**src/rtl/tensor_pkg.sv**
```systemverilog
// Shared types and helpers for the tensor operand dispatcher.
// The dispatcher's own widths are derived from its parameters; these are the defaults.
package tensor_pkg;

   typedef enum logic [1:0] {IDLE, ISSUE, DONE} state_t;

   localparam int NUM_STEPS_DEF = 4;
   localparam int NUM_WARPS_DEF = 4;
   localparam int STEPW = (NUM_STEPS_DEF > 1) ? $clog2(NUM_STEPS_DEF) : 1;
   localparam int WIDW  = (NUM_WARPS_DEF > 1) ? $clog2(NUM_WARPS_DEF) : 1;

   // Flat operand word index carried by a lane on a given beat.
   function automatic int lane_word(input int step, input int lane, input int num_mult);
      return step * num_mult + lane;
   endfunction

endpackage

```
**src/rtl/tensor_operand_dispatch.sv**
```systemverilog
// Buffers one tensor-op operand set and streams it to the PE as NUM_STEPS beats
// over per-lane valid/ready handshakes, then pulses completion to the scheduler.
module tensor_operand_dispatch
   import tensor_pkg::*;
#(
   parameter int NUM_MULTIPLIERS = 2,
   parameter int NUM_STEPS       = NUM_STEPS_DEF,
   parameter int NUM_WARPS       = NUM_WARPS_DEF,
   parameter int XLEN            = 32,
   localparam int STEP_W = (NUM_STEPS > 1) ? $clog2(NUM_STEPS) : 1,
   localparam int WID_W  = (NUM_WARPS > 1) ? $clog2(NUM_WARPS) : 1,
   localparam int RD_W   = $clog2(XLEN),
   localparam int OPW    = NUM_STEPS * NUM_MULTIPLIERS * XLEN,
   localparam int LANEW  = NUM_MULTIPLIERS * XLEN
) (
   input  logic                       clk,
   input  logic                       reset,
   input  logic                       flush,
   input  logic                       req_valid,
   output logic                       req_ready,
   input  logic [WID_W-1:0]           req_wid,
   input  logic [RD_W-1:0]            req_rd,
   input  logic                       req_wb,
   input  logic [OPW-1:0]             req_a,
   input  logic [OPW-1:0]             req_b,
   input  logic [OPW-1:0]             req_c,
   output logic [NUM_MULTIPLIERS-1:0] pe_valid,
   input  logic [NUM_MULTIPLIERS-1:0] pe_ready,
   output logic [LANEW-1:0]           pe_a,
   output logic [LANEW-1:0]           pe_b,
   output logic [LANEW-1:0]           pe_c,
   output logic                       pe_wb_r,
   output logic [WID_W-1:0]           pe_wid_r,
   output logic [RD_W-1:0]            pe_rd,
   output logic                       done_valid,
   output logic [WID_W-1:0]           done_wid,
   output logic                       busy
);

   state_t                     state_reg;
   logic [STEP_W-1:0]          step_reg;
   logic [NUM_MULTIPLIERS-1:0] acc_mask_reg;
   logic [WID_W-1:0]           wid_reg;
   logic [RD_W-1:0]            rd_reg;
   logic                       wb_reg;
   logic [OPW-1:0]             a_reg, b_reg, c_reg;

   logic [NUM_MULTIPLIERS-1:0] fire;
   logic                       beat_done;
   logic                       last_step;

   // pe_valid depends only on registered state, never on pe_ready.
   assign pe_valid   = {NUM_MULTIPLIERS{state_reg == ISSUE}} & ~acc_mask_reg;
   assign fire       = pe_valid & pe_ready;
   assign beat_done  = &(acc_mask_reg | fire);
   assign last_step  = (step_reg == STEP_W'(NUM_STEPS - 1));

   assign req_ready  = (state_reg == IDLE);
   assign busy       = (state_reg != IDLE);
   assign done_valid = (state_reg == DONE) & ~flush;
   assign done_wid   = wid_reg;
   assign pe_wid_r   = wid_reg;
   assign pe_rd      = rd_reg;
   assign pe_wb_r    = wb_reg & last_step & (state_reg == ISSUE);

   for (genvar gi = 0; gi < NUM_MULTIPLIERS; gi++) begin : g_lane
      assign pe_a[gi*XLEN +: XLEN] = a_reg[lane_word(int'(step_reg), gi, NUM_MULTIPLIERS)*XLEN +: XLEN];
      assign pe_b[gi*XLEN +: XLEN] = b_reg[lane_word(int'(step_reg), gi, NUM_MULTIPLIERS)*XLEN +: XLEN];
      assign pe_c[gi*XLEN +: XLEN] = c_reg[lane_word(int'(step_reg), gi, NUM_MULTIPLIERS)*XLEN +: XLEN];
   end

   always_ff @(posedge clk) begin
      if (!reset) begin
         state_reg    <= IDLE;
         step_reg     <= '0;
         acc_mask_reg <= '0;
         wid_reg      <= '0;
         rd_reg       <= '0;
         wb_reg       <= 1'b0;
         a_reg        <= '0;
         b_reg        <= '0;
         c_reg        <= '0;
      end else if (flush) begin
         state_reg    <= IDLE;
         step_reg     <= '0;
         acc_mask_reg <= '0;
      end else begin
         case (state_reg)
            IDLE: begin
               if (req_valid) begin
                  wid_reg      <= req_wid;
                  rd_reg       <= req_rd;
                  wb_reg       <= req_wb;
                  a_reg        <= req_a;
                  b_reg        <= req_b;
                  c_reg        <= req_c;
                  step_reg     <= '0;
                  acc_mask_reg <= '0;
                  state_reg    <= ISSUE;
               end
            end
            ISSUE: begin
               if (beat_done) begin
                  acc_mask_reg <= '0;
                  if (last_step) state_reg <= DONE;
                  else           step_reg  <= step_reg + 1'b1;
               end else begin
                  acc_mask_reg <= acc_mask_reg | fire;
               end
            end
            DONE: begin
               state_reg <= IDLE;
            end
            default: state_reg <= IDLE;
         endcase
      end
   end

endmodule

```
**config.mk**
```make
export PLATFORM = sky130hd
export DESIGN_NAME = tensor_operand_dispatch
export DESIGN_NICKNAME = d
export VERILOG_FILES = /design/src/rtl/tensor_pkg.sv /design/src/rtl/tensor_operand_dispatch.sv
export SDC_FILE = /design/constraint.sdc
export NUM_CORES = 2
export LEC_CHECK = 0
export BUFFER_PORTS_ARGS = -buffer_cell sky130_fd_sc_hd__buf_2
export CAP_MARGIN = 20
export CORE_AREA = 2 2 389 391
export CTS_BUF_LIST = sky130_fd_sc_hd__clkbuf_16
export CTS_CLUSTER_SIZE = 24
export DETAILED_ROUTE_END_ITERATION = 8
export DIE_AREA = 0 0 391 393
export GPL_TIMING_DRIVEN = 0
export PLACE_DENSITY_LB_ADDON = 0.2
export REMOVE_ABC_BUFFERS = 1
export SYNTH_ARGS = -nofsm -noshare
export SYNTH_HDL_FRONTEND = slang
export SYNTH_SLANG_ARGS = --single-unit
```
**constraint.sdc**
```tcl
create_clock -name clk -period 2.34 [get_ports clk]
set_clock_uncertainty 0.15 [all_clocks]
set_input_delay 0.117 -clock clk [delete_from_list [all_inputs] [get_ports clk]]
set_output_delay 0.117 -clock clk [all_outputs]
set_load 0.03 [all_outputs]
```
Word level (Yosys, flattened, before mapping)

Cells that the tools add are included.
Widths: inputs -> output; s select.

Input bits: 782
Register bits after elaboration: 782

Muxes and demuxes: 10
Reduce and logical (&&, ||, !) cells: 9
Bitwise operators: 9
Equal/unequal tests: 7
Add/subtract/negate cells: 2
Shift-type cells: 6

Operators with widths:

| operator            | count |
|---|---|
| $shiftx 256x9->32   | 3 |
| $shiftx 256x32->32  | 2 |
| $shiftx 256x10->32  | 1 |
| $mux 2              | 7 |
| $pmux 2 s2          | 3 |
| $ne 2x2->1 const B  | 4 |
| $reduce_and 3->1    | 2 |
| $add 3x1->4 const B | 1 |
| $and 2x2->2         | 2 |
| $eq 2x2->1 const B  | 2 |
| $reduce_and 2->1    | 2 |
| $reduce_and 4->1    | 1 |
| $reduce_bool 2->1   | 2 |
| $and 1x1->1         | 3 |
| $add 2x1->2 const B | 1 |
| $eq 2x1->1 const B  | 1 |
| $logic_not 2->1     | 1 |
| $not 1->1           | 2 |
| $not 2->2           | 1 |
| $or 2x2->2          | 1 |
| $reduce_or 2->1     | 1 |

Depth between registers and ports, before layout

Depth after elaboration: 7
Gate-level depth with buffers: 7
Gate-level depth less buffers: 4

Least setup slack after synthesis

OpenSTA, ideal clock, no wires.

Kind: reg-to-output
From: register step_reg[0]
To: output pe_a[29]
Cell stages (with the launch flop): 5
Path slack: 425 ps
Data required time: 2073 ps
Arrival: 1648 ps
Cells stage by stage: dfxtp_1 clkbuf_1 clkbuf_1 buf_2 mux4_2

Word-level cells in the longest chain between the ends: 1

RTL lines:

| what                   | RTL line                       | RTL |
|---|---|---|
| from (decl)            | tensor_operand_dispatch.sv:41  | `logic [STEP_W-1:0] step_reg;` |
| from (signal assigned) | tensor_operand_dispatch.sv:106 | `else step_reg <= step_reg + 1'b1;` |
| $shiftx 256x9->32      | tensor_operand_dispatch.sv:67  | `assign pe_a[gi*XLEN +: XLEN] = a_reg[lane_word(int'(step_reg), gi, NUM_MULTIPLIERS)*XLEN +: XLEN];` |
| to (decl)              | tensor_operand_dispatch.sv:29  | `output logic [LANEW-1:0] pe_a,` |

Every way passes these cells.

Final worst setup path

From: register step_reg[0]
To: output pe_a[19]

The elaborated chain is that of the path after synthesis.

==> flow_metrics.py <==
metrics = {
    "status": {
        "outcome": "finished with violations",
        "violations": "setup timing",
    },
    "job": {
        "drv_cap": 0,
    },
    "worst_hold_path": {
        "hp-class": "in -> reg",
        "worstHoldStart": "req_b[182]",
        "holdPathStages": 4,
    },
    "place": {
        "place.gp.congestion": 0.798,
        "placed_cells": 6349,
        "preCtsSetupSlack_ps": -1380,
        "io_buffers": 988,
        "dp_hpwl_mm": 86.1,
        "place_area_um2": 40600,
    },
    "global_routing": {
        "grt_max_degree": 160,
        "antenna_found_initial": 33,
        "overflow": 0,
        "track_usage_pct": 17.7,
        "grt_pass1_vias": 35300,
        "grt_pass1_wl_mm": 210,
    },
    "clock_tree": {
        "worstSkewPairLatency_ps": 700,
        "clock-sinks": 782,
        "root_buffer": "clkbuf_16",
        "cts_buffer_depth": 3,
        "cts_made_buffers": 95,
        "htreeDepth": 3,
        "cts_tree": "yes",
        "cts.clk_slew.worst_paths_ps": 60,
    },
    "timing": {
        "setup_viol": 193,
        "slew_violations": 0,
        "finalHoldViolCount": 0,
        "slew_headroom_pct": 52.8,
        "fin_ws_ps": -418,
        "rsz0062_at_grt": "true",
        "worst_pin_slew_ps": 708,
        "tns_ps": -51780,
        "fmax_mhz": 363,
        "timing.hold.ws_ps": 61.8,
        "period_minus_slack_ps": 2760,
        "fin_crit_sh_pct": 118,
    },
    "detailed_routing": {
        "vias": 34500,
        "ant_nets": 0,
        "route.detailed.wl_per_inst_um": 18.5,
        "drt_iter0_drc": 1495,
        "route.detailed.drc": 0,
        "viasPerCell": 4.38,
        "wl_mm": 146,
        "firstDrtPassIters": 5,
    },
    "cells_and_area": {
        "synthToLayoutAreaGrowth_pct": 77.3,
        "fill_cells": 14700,
        "fin_util_pct": 40.1,
        "drive_gt1_share_pct": 26.1,
        "final_cell_area_um2": 59800,
        "stdcell_count": 7889,
        "nets": 6627,
    },
    "yosys": {
        "yosysSeqAreaShare_pct": 46.4,
        "syn_inst": 3644,
        "syn-cell-area_um2": 33800,
        "synth_seq_cells": 782,
        "synth-edff-count": 0,
        "synth_ff_type": "dfxtp_1",
        "async_flop_share_pct": 0,
        "yosys_warnings": 0,
        "synthDistinctLibCells": 31,
        "synth.avg_cell_area_um2": 9.26,
    },
    "critical_path": {
        "crit_path_end_kind": "output port",
        "crit_top_cell": "buf_16",
        "worstRegToRegCells": 9,
        "crit_path_cell_trace": "buf_12 > buf_16 > buf_16 > buf_16 > mux4_2 > buf_6",
        "criticalPathCategory": "reg -> out",
        "rr_startpoint": "state_reg[0]",
        "cp_slowest_cell": "mux4_2",
        "arrival_ps": 2490,
        "crit_path_max_incr_delay_ps": 590,
        "critPathLaunch": "step_reg[0]",
        "cp_max_fo": 8,
        "crit_path_start_kind": "register",
        "crit_required_ps": 2070,
    },
    "power_and_ir_drop": {
        "power.density_nw_per_um2": 587,
        "power_leakage_nw": 24.0,
        "ir_drop_uv": 495,
        "finalPower_mw": 35.1,
    },
    "die": {
        "dieWidth_um": 391,
        "initial_core_util_pct": 22.6,
        "die_h_um": 393,
        "core-area_um2": 149000,
        "dieArea_um2": 154000,
        "pin_count": 989,
        "std_cell_rows": 142,
    },
}
kinds of logic (layout without fill, tap and decap cells):
kind of cell | count (synthesis) | after routing | synth area share (%)
fa+ha+maj | 1 | 1 | 0.0371
compound gates | 785 | 785 | 17.4
buf+inv | 306 | 2577 | 5.57
mux | 194 | 194 | 12.9
simple gates | 1576 | 1578 | 17.7
flops | 782 | 782 | 46.4
other cells | 0 | 28 | 0
cells in the final DEF (no fill, tap or decap), types with 3 or more instances in the layout:
master         count
nand2_1         1554
dlygate4sd3_1   1199
buf_2            794
dfxtp_1          778
a21boi_1         704
buf_6            212
mux4_2           192
clkbuf_16        117
a21boi_0          72
buf_16            61
buf_4             60
diode_2           28
buf_12            27
clkinv_1          23
inv_1             17
buf_8             17
clkinv_2          15
bufbuf_16         14
bufinv_16         10
nor2_1             4
a21oi_1            4
clkinv_16          4
dfxtp_4            4
nand2b_1           3
clkinvlp_4         3
inv_6              3
power breakdown:
group	internal [mW]	switching, mW
clock	8.57	6.37
combinational	3.40	2.54
sequential	13.9	0.305
total	25.9	9.21
metal layers:
layer | vias up | GRT usage [%] | share of wire [%]
met2 | 930 | 30.3 | 48
met4 | 14 | 6.94 | 3.4
li1 | 16700 | - | -
met1 | 16700 | 21.1 | 42
met3 | 249 | 4.38 | 6.2
met5 | - | 0 | 0.055
final timing paths:
check	slack [ps]	to
hold reg to reg	300	a_reg[144]
setup reg to reg	40	pe_rd[4]
setup / recovery	-420	pe_a[19]
hold / removal	60	b_reg[182]
critical path, delay by kind of cell (launching register included):
family   cells  cell delay [ps]
flops        1              390
mux          1              590
buf+inv      5              740
cells in the mapped netlist (4+ instances only):
cell type	count	share of area [%]
a21boi_0	76	1.7
a21boi_1	700	16
a21oi_1	4	0.059
buf_1	7	0.078
buf_2	111	1.6
buf_6	78	2.6
clkbuf_1	107	1.2
dfxtp_1	782	46
mux4_2	192	13
nand2_1	1555	17
nand2b_1	4	0.074
nor2_1	4	0.044
what timing repair did:
item | 4_1_cts | 5_1_grt
hold endpoints to repair | 782 | 231
resized for setup | 357 | 219
hold buffers | 1201 | 1
setup endpoints to repair | 813 | 480
gates cloned | 45 | 21
pin swaps | 2 | 2
buffers inserted | 62 | 37
layout make-up:
type | instances | area [um2] | area share, %
Tap cell | 1944 | 2430 | 4.06
Sequential cell | 782 | 15700 | 26.2
Clock inverter | 74 | 691 | 1.15
Inverter | 1 | 3.75 | 0.00627
Antenna cell | 28 | 70.1 | 0.117
Timing Repair Buffer | 2406 | 22300 | 37.2
Clock buffer | 96 | 2400 | 4.01
Multi-Input combinational cell | 2558 | 16300 | 27.2
No activity file was read; power rests on OpenSTA's default activity.
